--- config.mk ---
export PLATFORM = sky130hd
export DESIGN_NAME = npc_redirect_unit_flat
export DESIGN_NICKNAME = d
export VERILOG_FILES = /design/src/rtl/npc_pkg.sv /design/src/rtl/npc_redirect_unit_if.sv /design/src/rtl/npc_ras.sv /design/src/rtl/npc_redirect_unit.sv /design/src/flat_wrapper.sv
export SDC_FILE = /design/constraint.sdc
export NUM_CORES = 1
export LEC_CHECK = 0
export ABC_AREA = 1
export CAP_MARGIN = 0
export CORE_MARGIN = 5
export CORE_UTILIZATION = 50
export CTS_BUF_LIST = sky130_fd_sc_hd__clkbuf_8
export DETAILED_ROUTE_END_ITERATION = 16
export PLACE_DENSITY_LB_ADDON = 0.12
export SLEW_MARGIN = 20
export SYNTH_ARGS = -nofsm -noshare
export SYNTH_HDL_FRONTEND = slang
export SYNTH_SLANG_ARGS = --single-unit
--- constraint.sdc ---
create_clock -name clk -period 2.64 [get_ports clk]
set_input_delay 0.528 -clock clk [delete_from_list [all_inputs] [get_ports clk]]
set_output_delay 0.528 -clock clk [all_outputs]
set_load 0.02 [all_outputs]
--- src/rtl/npc_pkg.sv ---
// Shared types for the next-PC redirect unit: op kinds, FSM states, link registers.
// Latency: n/a (types only).  Backpressure: n/a.
package npc_pkg;

    typedef enum logic [1:0] {
        OP_NONE,
        OP_BR,
        OP_JAL,
        OP_JALR
    } op_kind_e;

    typedef enum logic {
        S_IDLE,
        S_HOLD
    } state_e;

    localparam logic [4:0] LINK_X1 = 5'd1;
    localparam logic [4:0] LINK_X5 = 5'd5;

    function automatic logic is_link(input logic [4:0] r);
        return (r == LINK_X1) || (r == LINK_X5);
    endfunction

endpackage

--- src/rtl/npc_redirect_unit_if.sv ---
// Execute-to-redirect and redirect-to-fetch signal bundle; slave is the unit, master its environment.
// Latency: n/a (wiring only).  Backpressure: in_ready / redir_ready carried here.
interface npc_redirect_unit_if #(
    parameter int XLEN = 32
);
    logic            in_valid;
    logic            in_ready;
    logic [XLEN-1:0] pc;
    logic [XLEN-1:0] imm;
    logic [XLEN-1:0] alu_result;
    logic            branch_en;
    logic            jal_en;
    logic            jalr_en;
    logic [4:0]      rd;
    logic [4:0]      rs1;
    logic            flush;
    logic            redir_valid;
    logic            redir_ready;
    logic [XLEN-1:0] redir_pc;
    logic [XLEN-1:0] link_pc;
    logic            misalign;
    logic            ras_mispredict;

    modport master (
        output in_valid, pc, imm, alu_result, branch_en, jal_en, jalr_en, rd, rs1, flush, redir_ready,
        input  in_ready, redir_valid, redir_pc, link_pc, misalign, ras_mispredict
    );

    modport slave (
        input  in_valid, pc, imm, alu_result, branch_en, jal_en, jalr_en, rd, rs1, flush, redir_ready,
        output in_ready, redir_valid, redir_pc, link_pc, misalign, ras_mispredict
    );
endinterface

--- src/rtl/npc_ras.sv ---
// Circular return-address stack; overflow overwrites the oldest entry, pop on empty is ignored.
// Latency: top_dat combinational from state, push/pop take effect next cycle.  Backpressure: none.
module npc_ras #(
    parameter int XLEN  = 32,
    parameter int DEPTH = 4
) (
    input  logic            clk,
    input  logic            reset,
    input  logic            push_vld,
    input  logic            pop_vld,
    input  logic [XLEN-1:0] push_dat,
    output logic            top_vld,
    output logic [XLEN-1:0] top_dat
);
    localparam int PW = $clog2(DEPTH);

    logic [XLEN-1:0] mem_q [DEPTH];
    logic [PW-1:0]   wr_ptr_q;
    logic [PW-1:0]   top_ptr;
    logic [PW:0]     count_q;
    logic            do_pop;

    assign top_ptr = wr_ptr_q - PW'(1);
    assign top_vld = (count_q != '0);
    assign top_dat = mem_q[top_ptr];
    assign do_pop  = pop_vld && top_vld;

    always_ff @(posedge clk) begin
        if (reset) begin
            wr_ptr_q <= '0;
            count_q  <= '0;
        end else if (do_pop && !push_vld) begin
            wr_ptr_q <= top_ptr;
            count_q  <= count_q - (PW+1)'(1);
        end else if (push_vld && !do_pop) begin
            wr_ptr_q <= wr_ptr_q + PW'(1);
            if (count_q != (PW+1)'(DEPTH))
                count_q <= count_q + (PW+1)'(1);
        end
    end

    // Pop-then-push replaces the top entry in place; pointers stay put.
    always_ff @(posedge clk) begin
        if (push_vld) begin
            if (do_pop)
                mem_q[top_ptr] <= push_dat;
            else
                mem_q[wr_ptr_q] <= push_dat;
        end
    end

endmodule

--- src/rtl/npc_redirect_unit.sv ---
// Next-PC calculator: target, link and misalign for branch/jal/jalr, held as a registered redirect.
// Latency 1 cycle; result held until redir_ready, in_ready = !flush && (!redir_valid || redir_ready).
// Optional return-address stack compiled in with MSPU_NPC_RAS_EN.
module npc_redirect_unit
    import npc_pkg::*;
#(
    parameter int XLEN       = 32,
    parameter int INSN_BYTES = 4,
    parameter int RAS_DEPTH  = 4
) (
    input  logic                clk,
    input  logic                reset,
    npc_redirect_unit_if.slave  bus
);
    localparam logic [XLEN-1:0] STEP       = XLEN'(INSN_BYTES);
    localparam logic [XLEN-1:0] ALIGN_MASK = XLEN'(INSN_BYTES - 1);

    typedef struct packed {
        logic [XLEN-1:0] redir_pc;
        logic [XLEN-1:0] link_pc;
        logic            misalign;
        logic            ras_mispredict;
    } res_t;

    op_kind_e        op_kind;
    state_e          state_q, state_d;
    res_t            res_q, res_d;
    logic            redir_valid;
    logic            in_ready;
    logic            accept;
    logic            jump_like;
    logic [XLEN-1:0] link_next;
    logic [XLEN-1:0] target;
    logic            ras_mis_d;

    always_comb begin
        op_kind = OP_NONE;
        if (bus.branch_en)
            op_kind = OP_BR;
        else if (bus.jal_en)
            op_kind = OP_JAL;
        else if (bus.jalr_en)
            op_kind = OP_JALR;
    end

    assign link_next = bus.pc + STEP;

    always_comb begin
        target    = link_next;
        jump_like = 1'b0;
        case (op_kind)
            OP_BR: begin
                if (bus.alu_result[0]) begin
                    target    = bus.pc + bus.imm;
                    jump_like = 1'b1;
                end
            end
            OP_JAL: begin
                target    = bus.pc + bus.imm;
                jump_like = 1'b1;
            end
            OP_JALR: begin
                target    = {bus.alu_result[XLEN-1:1], 1'b0};
                jump_like = 1'b1;
            end
            default: ;
        endcase
    end

    assign in_ready = !bus.flush && (!redir_valid || bus.redir_ready);
    assign accept   = bus.in_valid && in_ready && (op_kind != OP_NONE);

`ifdef MSPU_NPC_RAS_EN
    logic            rd_link, rs1_link;
    logic            ras_push, ras_pop;
    logic            ras_top_vld;
    logic [XLEN-1:0] ras_top_dat;

    assign rd_link  = is_link(bus.rd);
    assign rs1_link = is_link(bus.rs1);
    assign ras_push = accept && ((op_kind == OP_JAL) || (op_kind == OP_JALR)) && rd_link;
    // jalr x1,x1 / x5,x5 is a plain call: push only, no pop.
    assign ras_pop  = accept && (op_kind == OP_JALR) && rs1_link && (!rd_link || (bus.rd != bus.rs1));

    npc_ras #(
        .XLEN  (XLEN),
        .DEPTH (RAS_DEPTH)
    ) u_ras (
        .clk      (clk),
        .reset    (reset),
        .push_vld (ras_push),
        .pop_vld  (ras_pop),
        .push_dat (link_next),
        .top_vld  (ras_top_vld),
        .top_dat  (ras_top_dat)
    );

    assign ras_mis_d = ras_pop && ras_top_vld && (ras_top_dat != target);
`else
    logic unused_ras;
    assign unused_ras = ^{bus.rd, bus.rs1};
    assign ras_mis_d  = 1'b0;
`endif

    always_comb begin
        res_d.redir_pc       = target;
        res_d.link_pc        = link_next;
        res_d.misalign       = jump_like && ((target & ALIGN_MASK) != '0);
        res_d.ras_mispredict = ras_mis_d;
    end

    always_ff @(posedge clk) begin
        if (reset)
            state_q <= S_IDLE;
        else
            state_q <= state_d;
    end

    always_comb begin
        state_d = state_q;
        if (bus.flush) begin
            state_d = S_IDLE;
        end else begin
            case (state_q)
                S_IDLE:  if (accept) state_d = S_HOLD;
                S_HOLD:  if (bus.redir_ready && !accept) state_d = S_IDLE;
                default: state_d = S_IDLE;
            endcase
        end
    end

    always_comb begin
        redir_valid = (state_q == S_HOLD);
    end

    // Payload only loads on accept, so it stays stable while fetch stalls.
    always_ff @(posedge clk) begin
        if (reset)
            res_q <= '0;
        else if (accept)
            res_q <= res_d;
    end

    assign bus.in_ready       = in_ready;
    assign bus.redir_valid    = redir_valid;
    assign bus.redir_pc       = res_q.redir_pc;
    assign bus.link_pc        = res_q.link_pc;
    assign bus.misalign       = res_q.misalign;
    assign bus.ras_mispredict = res_q.ras_mispredict;

endmodule

--- src/flat_wrapper.sv ---
// flat-port wrapper written by rule: the top's interface ports become plain ports
module npc_redirect_unit_flat import npc_pkg::*;
#(
    parameter int XLEN       = 32,
    parameter int INSN_BYTES = 4,
    parameter int RAS_DEPTH  = 4
)
  (clk, reset, bus_in_valid, bus_pc, bus_imm, bus_alu_result, bus_branch_en, bus_jal_en, bus_jalr_en, bus_rd, bus_rs1, bus_flush, bus_redir_ready, bus_in_ready, bus_redir_valid, bus_redir_pc, bus_link_pc, bus_misalign, bus_ras_mispredict);
  npc_redirect_unit_if #(.XLEN(XLEN)) bus_i ();
  input  logic clk;
  input  logic reset;
  input wire logic [$bits(bus_i.in_valid)-1:0] bus_in_valid;
  input wire logic [$bits(bus_i.pc)-1:0] bus_pc;
  input wire logic [$bits(bus_i.imm)-1:0] bus_imm;
  input wire logic [$bits(bus_i.alu_result)-1:0] bus_alu_result;
  input wire logic [$bits(bus_i.branch_en)-1:0] bus_branch_en;
  input wire logic [$bits(bus_i.jal_en)-1:0] bus_jal_en;
  input wire logic [$bits(bus_i.jalr_en)-1:0] bus_jalr_en;
  input wire logic [$bits(bus_i.rd)-1:0] bus_rd;
  input wire logic [$bits(bus_i.rs1)-1:0] bus_rs1;
  input wire logic [$bits(bus_i.flush)-1:0] bus_flush;
  input wire logic [$bits(bus_i.redir_ready)-1:0] bus_redir_ready;
  output wire logic [$bits(bus_i.in_ready)-1:0] bus_in_ready;
  output wire logic [$bits(bus_i.redir_valid)-1:0] bus_redir_valid;
  output wire logic [$bits(bus_i.redir_pc)-1:0] bus_redir_pc;
  output wire logic [$bits(bus_i.link_pc)-1:0] bus_link_pc;
  output wire logic [$bits(bus_i.misalign)-1:0] bus_misalign;
  output wire logic [$bits(bus_i.ras_mispredict)-1:0] bus_ras_mispredict;
  assign bus_i.in_valid = bus_in_valid;
  assign bus_i.pc = bus_pc;
  assign bus_i.imm = bus_imm;
  assign bus_i.alu_result = bus_alu_result;
  assign bus_i.branch_en = bus_branch_en;
  assign bus_i.jal_en = bus_jal_en;
  assign bus_i.jalr_en = bus_jalr_en;
  assign bus_i.rd = bus_rd;
  assign bus_i.rs1 = bus_rs1;
  assign bus_i.flush = bus_flush;
  assign bus_i.redir_ready = bus_redir_ready;
  assign bus_in_ready = bus_i.in_ready;
  assign bus_redir_valid = bus_i.redir_valid;
  assign bus_redir_pc = bus_i.redir_pc;
  assign bus_link_pc = bus_i.link_pc;
  assign bus_misalign = bus_i.misalign;
  assign bus_ras_mispredict = bus_i.ras_mispredict;
  npc_redirect_unit #(.XLEN(XLEN), .INSN_BYTES(INSN_BYTES), .RAS_DEPTH(RAS_DEPTH)) u_core (.clk(clk), .reset(reset), .bus(bus_i));
endmodule
==> reports/metrics.yaml <==
rsz0062_at_grt: "no"
fillers: 1059
syn-instance-count: 1070
synthAdderAreaFrac_pct: 6.93
hpwl_um: 18300
cts_buffers: 9
hold_buffers: 0
wl_met3_um: 1590
drv_slew: 0
num_rows: 40
muxShareOfSynthArea_pct: 0
postCtsSetupRepairBufs: 0
arrival_ns: 1.84
clk_pin_slew_ns: 0.08
clk_path_buf_depth: 2
placed_cell_area_um2: 8460
finalSetupViolations: 0
area_growth_pct: 42.7
finalCriticalPeriod_ns: 2.37
required_ns: 2.11
startpoint_type: "primary input"
syn_area_per_cell_um2: 5.67
critPathCaptureType: "primary output"
insertion_delay_ns: 0.36
ctsResizeCount: 0
die_w_um: 120
ys.flop_type: "dfxtp_1"
m1WireLength_um: 9390
final_nets: 1446
yosysTopAreaCell: "dfxtp_1"
cts_root_buf: "clkbuf_8"
gp_congestion: 0.949
routed.top_layer: "met4"
synth_enable_flop_cells: 0
yosys.area_share.simple_pct: 39.0
core_um2: 12000
seq_area_frac_synth_pct: 21.8
syn_nets: 1217
ys_types: 42
fp.dieArea_um2: 14400
relSlewSlack_pct: 53.7
gr-total-overflow: 0
htree_levels: 3
grt_max_degree: 95
period_share_pct: 89.8
grt_pass1_vias: 6970
synth_compound_area_share_pct: 17.7
hold_violations: 0
met2_length_um: 10100
p_per_area_nw_per_um2: 389
dr.first_iter.drc_count: 675
drc: 0
skew_ns: 0.0112
fin_area_um2: 8650
netlist_area_um2: 6060
ir_drop_v: 0.000404
grt_pass1_wl_um: 34400
fmax_mhz: 422
drive_gt1_share_pct: 10.8
cts_sinks: 66
routed_wl_um: 22200
start_util_pct: 50.7
ys_top_cells_by_count: "344 x nand2_1, 164 x inv_1, 92 x a21oi_1, 90 x nor2_1, 68 x o21ai_0"
wire_per_inst_um: 15.3
ys_ff_latch: 66
antenna_cells: 0
die_h_um: 120
ioPinCount: 182
cts_tree: "built"
leakagePower_nw: 4.37
track_usage_pct: 30.2
status: "complete, no violations"
synthArstFlopShare_pct: 0
yosysTopAreaCellShare_pct: 21.8
crit_type: "primary input to primary output"
synth_top_family_by_area: "simple AND/OR/NAND/NOR gates"
antenna_found_initial: 0
worst_slew_pin_slew_ns: 0.693
yosys-top-cells-area: "dfxtp_1 22%, nand2_1 21%, inv_1 10%, a21oi_1 7.6%, ha_1 6.6%"
io_buffer_count: 170
ys_warn_count: 0
tns_ns: 0
crit_fanout: 2
drtAntennaViolNets: 0
synthXorXnorAreaFrac_pct: 2.02
hold_class: "flip-flop to flip-flop"
viasPerCell: 5.16
cap_violations: 0
dr.pass1.iters: 6
vias: 7493
yosysMostFrequentCell: "nand2_1"
## critical path, cell delays in order
cell	delay, ns
clkdlybuf4s50_1	0.45
inv_1	0.03
nand2_1	0.06
nand2_1	0.10
inv_1	0.07
clkdlybuf4s50_1	0.59
## path summary, 6_finish.rpt
kind | slack [ns] | end | cells past startpoint | start
setup / recovery | 0.27 | bus_in_ready | 6 | bus_redir_ready
hold / removal | 0.47 | u_core.bus.misalign | 2 | u_core.bus.misalign
setup reg to reg | 1.01 | u_core.bus.redir_pc[20] | 8 | u_core.bus.redir_valid
hold reg to reg | 0.47 | u_core.bus.misalign | 2 | u_core.bus.misalign
## routing by layer
| metal | vias up | global-route usage, % |
|---|---|---|
| met2 | 318 | 50.4 |
| met5 | - | 0 |
| met3 | 64 | 5.33 |
| li1 | 3851 | - |
| met4 | 0 | 15.3 |
| met1 | 3260 | 37.2 |
## cell families (layout without fill, tap and decap cells)
family	after synthesis	count (layout)
and+or+nand+nor	558	558
AOI/OAI and AO/OA	201	201
buffers and inverters	197	431
DFF	66	66
adders and majority gates	33	33
xor gates and xnor gates	14	14
other	1	1
## state kept, by name, indices dropped and copies added, names as in the netlist
register	cells
u_core.bus.misalign	1
u_core.bus.redir_valid	1
u_core.bus.redir_pc	32
u_core.bus.link_pc	32
## layout make-up
type	instances	area [um^2]	share of cell area, %
Tap cell	147	184	2.13
Inverter	168	631	7.29
Sequential cell	66	1320	15.3
Clock inverter	7	71.3	0.824
Multi-Input combinational cell	807	3990	46.1
Timing Repair Buffer	247	2330	26.9
Clock buffer	9	124	1.43
## metrics by stage
step                utilization (%)  hold WS, ns  total power, mW  setup slack [ns]  instances
CTS                            72.3        0.467             3.37             0.263       1451
finish                         72.3        0.465             3.37             0.269       1451
global placement               70.7        0.452             2.51           -0.0105       1435
floorplan                         -        0.537             1.85             0.627       1070
global route                   72.3        0.499             3.56             0.141       1451
detailed placement             70.7        0.454             2.52           -0.0788       1435
## report_power, final
| part | leakage [nW] | switching, mW | internal (mW) |
|---|---|---|---|
| clock | 0.0966 | 0.419 | 0.433 |
| sequential | 0.543 | 0.0375 | 1.07 |
| combinational | 3.73 | 0.785 | 0.628 |
## cells in the final DEF (no fill, tap or decap), types with 4 or more instances in the layout
cell type / netlist / final
dfxtp_1: 66 / 66
xnor2_1: 6 / 6
clkdlybuf4s50_1: 0 / 170
nand4_1: 6 / 6
clkbuf_8: 0 / 9
ha_1: 32 / 32
nand2_1: 344 / 344
buf_4: 2 / 73
inv_1: 164 / 165
or2_2: 8 / 8
xor2_1: 8 / 8
nor3_1: 8 / 8
nand3b_1: 4 / 4
o21ai_1: 14 / 14
o21ai_0: 68 / 68
buf_12: 0 / 4
inv_2: 4 / 4
nor2_2: 11 / 12
nand3_1: 65 / 65
a21oi_1: 92 / 92
nor2_1: 90 / 89
nor2_4: 8 / 8
a31oi_1: 7 / 7
a21oi_2: 5 / 5
nand2_2: 8 / 8
(Power assumes the default switching activity.)
